<file path="config.mk">
export PLATFORM = sky130hd
export DESIGN_NAME = me_frame_loader
export DESIGN_NICKNAME = d
export VERILOG_FILES = /design/src/rtl/me_frame_loader.sv
export SDC_FILE = /design/constraint.sdc
export NUM_CORES = 1
export LEC_CHECK = 0
export ABC_CLOCK_PERIOD_IN_PS = 1900
export CAP_MARGIN = 10
export CORE_ASPECT_RATIO = 0.9
export CORE_UTILIZATION = 45
export CTS_CLUSTER_DIAMETER = 150
export DETAILED_ROUTE_END_ITERATION = 8
export GPL_ROUTABILITY_DRIVEN = 1
export PLACE_DENSITY_LB_ADDON = 0.3
export SLEW_MARGIN = 0
export SYNTH_ARGS = -nofsm -noshare
export SYNTH_HDL_FRONTEND = slang
export SYNTH_SLANG_ARGS = --single-unit
</file>
<file path="constraint.sdc">
create_clock -name clk -period 1.9 [get_ports clk]
set_input_delay 0.19 -clock clk [delete_from_list [all_inputs] [get_ports clk]]
set_output_delay 0.19 -clock clk [all_outputs]
set_load 0.005 [all_outputs]
</file>
<file path="src/rtl/me_frame_loader.sv">
// Loads the TB memory, then the SW memory, from a byte stream, then runs one ME search and holds its result.
// Latency: each memory write lands 1 cycle after its accepted beat; the result is valid 1 cycle after me_ack falls.
// Backpressure: in_ready is high only while loading; in_valid in any other state is not a beat and is dropped.
module me_frame_loader #(
  parameter int TB_LENGTH    = 16,
  parameter int SW_LENGTH    = 64,
  parameter int PE_OUT_WIDTH = 8,
  localparam int ADDR_SW   = $clog2(SW_LENGTH * SW_LENGTH),
  localparam int ADDR_TB   = $clog2(TB_LENGTH * TB_LENGTH),
  localparam int CNT_WIDTH = $clog2((SW_LENGTH - TB_LENGTH + 1) * (SW_LENGTH - TB_LENGTH + 1)),
  localparam int SAD_WIDTH = $clog2(TB_LENGTH * TB_LENGTH) + PE_OUT_WIDTH
) (
  input  logic                 clk,
  input  logic                 rst_n,
  input  logic                 start,
  input  logic [7:0]           in_data,
  input  logic                 in_valid,
  output logic                 in_ready,
  output logic                 wren_tb,
  output logic [ADDR_TB-1:0]   addr_tb,
  output logic [7:0]           data_tb,
  output logic                 wren_sw,
  output logic [ADDR_SW-1:0]   addr_sw,
  output logic [7:0]           data_sw,
  output logic                 mem_sel,
  output logic                 me_req,
  input  logic                 me_ack,
  input  logic [SAD_WIDTH-1:0] me_min_sad,
  input  logic [CNT_WIDTH-1:0] me_min_mvec,
  output logic [SAD_WIDTH-1:0] res_sad,
  output logic [CNT_WIDTH-1:0] res_mvec,
  output logic                 res_valid,
  output logic                 busy
);

  typedef enum logic [2:0] {
    IDLE,
    LOAD_TB,
    LOAD_SW,
    FLUSH,
    RUN,
    WAIT_LOW,
    DONE
  } state_t;

  // The SW memory is the deeper one, so one counter sized for it serves both loads.
  localparam logic [ADDR_SW-1:0] TB_LAST = ADDR_SW'(TB_LENGTH * TB_LENGTH - 1);
  localparam logic [ADDR_SW-1:0] SW_LAST = ADDR_SW'(SW_LENGTH * SW_LENGTH - 1);

  state_t             state_q;
  state_t             state_d;
  logic [ADDR_SW-1:0] beat_cnt;
  logic               beat;
  logic               last_beat;
  logic               job_start;
  logic               ack_capture;

  always_comb begin
    state_d     = state_q;
    in_ready    = 1'b0;
    mem_sel     = 1'b0;
    me_req      = 1'b0;
    busy        = 1'b1;
    res_valid   = 1'b0;
    job_start   = 1'b0;
    last_beat   = 1'b0;
    ack_capture = 1'b0;

    case (state_q)
      IDLE: begin
        busy = 1'b0;
        if (start) begin
          job_start = 1'b1;
          state_d   = LOAD_TB;
        end
      end
      LOAD_TB: begin
        in_ready  = 1'b1;
        mem_sel   = 1'b1;
        last_beat = (beat_cnt == TB_LAST);
        if (in_valid && last_beat) state_d = LOAD_SW;
      end
      LOAD_SW: begin
        in_ready  = 1'b1;
        mem_sel   = 1'b1;
        last_beat = (beat_cnt == SW_LAST);
        if (in_valid && last_beat) state_d = FLUSH;
      end
      FLUSH: begin
        // The last SW write is still in flight, so the loader keeps the buses one more cycle.
        mem_sel = 1'b1;
        state_d = RUN;
      end
      RUN: begin
        me_req = 1'b1;
        if (me_ack) begin
          ack_capture = 1'b1;
          state_d     = WAIT_LOW;
        end
      end
      WAIT_LOW: begin
        if (!me_ack) state_d = DONE;
      end
      DONE: begin
        busy      = 1'b0;
        res_valid = 1'b1;
        if (start) begin
          job_start = 1'b1;
          state_d   = LOAD_TB;
        end
      end
      default: begin
        busy    = 1'b0;
        state_d = IDLE;
      end
    endcase

    beat = in_valid && in_ready;
  end

  always_ff @(posedge clk) begin
    if (!rst_n) begin
      state_q  <= IDLE;
      beat_cnt <= '0;
      wren_tb  <= 1'b0;
      addr_tb  <= '0;
      data_tb  <= '0;
      wren_sw  <= 1'b0;
      addr_sw  <= '0;
      data_sw  <= '0;
      res_sad  <= '0;
      res_mvec <= '0;
    end else begin
      state_q <= state_d;

      wren_tb <= beat && (state_q == LOAD_TB);
      wren_sw <= beat && (state_q == LOAD_SW);

      if (beat && (state_q == LOAD_TB)) begin
        addr_tb <= beat_cnt[ADDR_TB-1:0];
        data_tb <= in_data;
      end

      if (beat && (state_q == LOAD_SW)) begin
        addr_sw <= beat_cnt;
        data_sw <= in_data;
      end

      // The counter restarts at each memory boundary so it never runs past a memory's depth.
      if (job_start) begin
        beat_cnt <= '0;
      end else if (beat) begin
        if (last_beat) beat_cnt <= '0;
        else           beat_cnt <= beat_cnt + 1'b1;
      end

      if (ack_capture) begin
        res_sad  <= me_min_sad;
        res_mvec <= me_min_mvec;
      end
    end
  end

endmodule

</file>
==> flow_summary.yaml <==
routing:
  routed_wirelength_mm: 8.11
  drc_errors: 0
  vias_per_cell: 5.02
  wl_per_cell_um: 13.3
  postRouteAntennaNets: 0
  vias: 3065
  dr.pass1.iters: 4
  drtIter0Drc: 75
timing:
  period_needed_ns: 1.84
  slew_violations: 0
  finalHoldWorstSlack_ns: 0.330
  setup_viol: 0
  finClkSkew_ns: 0.00740
  grt_setup_unrepaired: "true"
  fmax_mhz: 544
  hold_viol: 0
  tightest_slew_ns: 0.382
  finalCritPeriodShare_pct: 96.7
  max_slew_margin_pct: 74.5
die:
  core_um2: 7080
  io_pins: 112
  dieArea_um2: 7720
  initial_utilization_pct: 46.9
  rows: 29
  die_h_um: 83.5
  die_w_um: 92.5
worst_setup_path:
  critical_path.max_fanout: 8
  endpoint: "me_req"
  cp-end-kind: "output pin"
  ff2ff_setup_slack_ns: 0.18
  startpoint: "state_q[2]"
  cpPeakStageDelay_ns: 0.58
  crit_type: "reg -> out"
  timing.rr.end: "state_q[0]"
  r2r_cells: 4
  r2r_start: "beat_cnt[8]"
  cp_cell_sequence: "nor3b_1 > clkdlybuf4s50_1"
  critPathLaunchType: "flip-flop"
  critPathRequiredTime_ns: 1.71
  worst_path_max_delay_cell: "clkdlybuf4s50_1"
  arrival_ns: 1.65
synth:
  yosys.area_share.simple_pct: 25.2
  synth-async-reset-ratio_pct: 0
  yosys-top-cells-area: "dfxtp_1, nand2_1, a21boi_0"
  postSynthCellCount: 396
  syn-num-nets: 438
  synth_mux_area_share_pct: 0.603
  synthFlopType: "dfxtp_1"
  synth_fa_ha_area_share_pct: 0.377
  synth_cell_types: 41
  synth-compound-area-share_pct: 19.0
  yosysTopAreaCellShare_pct: 48.9
  ys_seq_area_share_pct: 48.9
  yosysTopAreaCell: "dfxtp_1"
  yosys_register_bits: 81
  netlist_area_um2: 3320
  synth_top_family_by_area: "simple AND/OR/NAND/NOR gates"
  synth_edf_count: 0
  syn_area_per_cell_um2: 8.38
  synth_xor_area_share_pct: 2.34
  yosys_warnings: 0
final_layout:
  fin_util_pct: 68.5
  drive_gt1_share_pct: 9.46
  nets: 555
  syn_to_final_growth_pct: 46.1
  diodes: 0
grt:
  grt_pass1_vias: 2937
  met2_usage_pct: 35.7
  grt-ovfl-total: 0
  grt_max_degree: 50
  grtUsageMet1_pct: 26.7
  antenna_found_initial: 0
  use_met3_pct: 7.83
  grt_pass1_wl_mm: 13.5
  grt_usage_pct: 21.6
  grt.busiest_layer: "met2"
power_and_ir_drop:
  p_per_area_nw_per_um2: 879
  peakVddDrop_mv: 0.529
  p_leak_nw: 1.67
clocking:
  clockBufferDepth: 2
  cts.clk_slew.worst_paths_ns: 0.08
  cts_root_buf: "clkbuf_8"
  clk_latency_ns: 0.35
  cts_inserted_buffers: 9
  clock_sinks: 81
  cts_tree: "built"
  cts_max_level: 3
hold_path:
  hp-start: "rst_n"
  hp-class: "in -> reg"
placement:
  globalplace.congestion: 0.843
  dp_hpwl_mm: 5.69
  io_buffers: 111
run:
  cap_violations: 0
outcome:
  status: "finished, final reports clean"
## cell usage in the layout (no fill, tap or decap), types with 2 or more instances in the layout
master / count
nand2_1: 141
clkdlybuf4s50_1: 109
dfxtp_1: 78
a21boi_0: 58
buf_4: 20
clkbuf_8: 10
a21oi_1: 8
nor2_1: 8
a21boi_1: 7
xor2_1: 7
nand3_1: 5
and2_1: 4
or4_1: 4
nand4b_1: 3
nand4_1: 3
inv_1: 3
o31ai_1: 3
and3_1: 3
o21ai_0: 3
nor3b_2: 2
nor3_1: 2
mux2i_1: 2
o41ai_1: 2
nor2b_1: 2
nand3b_1: 2
or3_1: 2
bufinv_16: 2
dfxtp_2: 2
## worst min-delay path by stage
stage                  endpoint  slack (ns)  cells after the start
finish               state_q[1]        0.33                      4
global route         state_q[0]        0.33                      4
CTS                  state_q[1]        0.33                      4
detailed placement  res_mvec[1]        0.45                      2
global placement     res_sad[6]        0.44                      2
floorplan           res_mvec[1]        0.32                      2
## area by class of cell
type                    count  area [µm²]
clock buffers              10         138
clock inverters             6        90.1
fillers                   605        2230
inverters                   3        11.3
multi-input cells         285        1580
flip-flops and latches     81        1630
well taps                  93         116
repair buffers            133        1290
## through the flow
step	power, mW	worst slack [ns]	instance area [µm²]	cells	setup TNS (ns)
CTS	4.30	-0.0391	4840	611	-0.0391
detailed placement	2.88	0.105	4610	595	0
global placement	2.86	0.159	4610	595	0
floorplan	2.37	0.249	3320	396	0
global route	4.49	-0.0196	4850	611	-0.0196
finish	4.26	0.0627	4850	611	0
## metal layers
metal	up-vias	wire length, µm
li1	1550	-
met1	1407	3640
met2	100	3710
met3	8	680
met4	0	80
met5	-	0
## repair_timing
action                     CTS  global route
cloned                       0             0
gates resized for setup      2             4
setup endpoints to repair    3             3
buffers inserted             0             0
hold buffers                 0             0
## state kept, by name (all words and copies together) (netlist names), 3 cells and up
name / count
addr_sw: 12
beat_cnt: 12
data_sw: 8
addr_tb: 8
res_sad: 16
data_tb: 8
state_q: 3
res_mvec: 12
## worst max-delay path: cells and delay by family, from the launching register on
family,cells,cell delay [ns]
buffers and inverters,1,0.58
flip-flops,1,0.41
AND/OR/NAND/NOR,1,0.31
## power breakdown
part	total [mW]	switching, mW	internal [mW]
clock network	1.41	0.631	0.780
registers	1.87	0.0772	1.79
logic	0.982	0.463	0.519
## synth_stat cells, types with 2 or more instances
master / count
a21boi_0: 58
a21boi_1: 7
a21oi_1: 8
and2_1: 4
and3_1: 3
buf_2: 6
clkbuf_1: 19
dfxtp_1: 81
inv_1: 3
mux2i_1: 2
nand2_1: 141
nand3_1: 5
nand3b_1: 2
nand4_1: 3
nand4b_1: 3
nor2_1: 8
nor2b_1: 2
nor3_1: 2
nor3b_2: 2
o21ai_0: 3
o31ai_1: 3
o41ai_1: 2
or3_1: 2
or4_1: 4
xor2_1: 7
## logic make-up (layout without fill, tap and decap cells)
| kind of cell | Yosys count | in the layout |
|---|---|---|
| fa+ha+maj | 1 | 1 |
| simple gates | 188 | 188 |
| xor+xnor | 8 | 8 |
| mux | 2 | 2 |
| flops | 81 | 81 |
| compound gates | 86 | 86 |
| buf+inv | 30 | 152 |
Power figures use the tool's default switching activity.
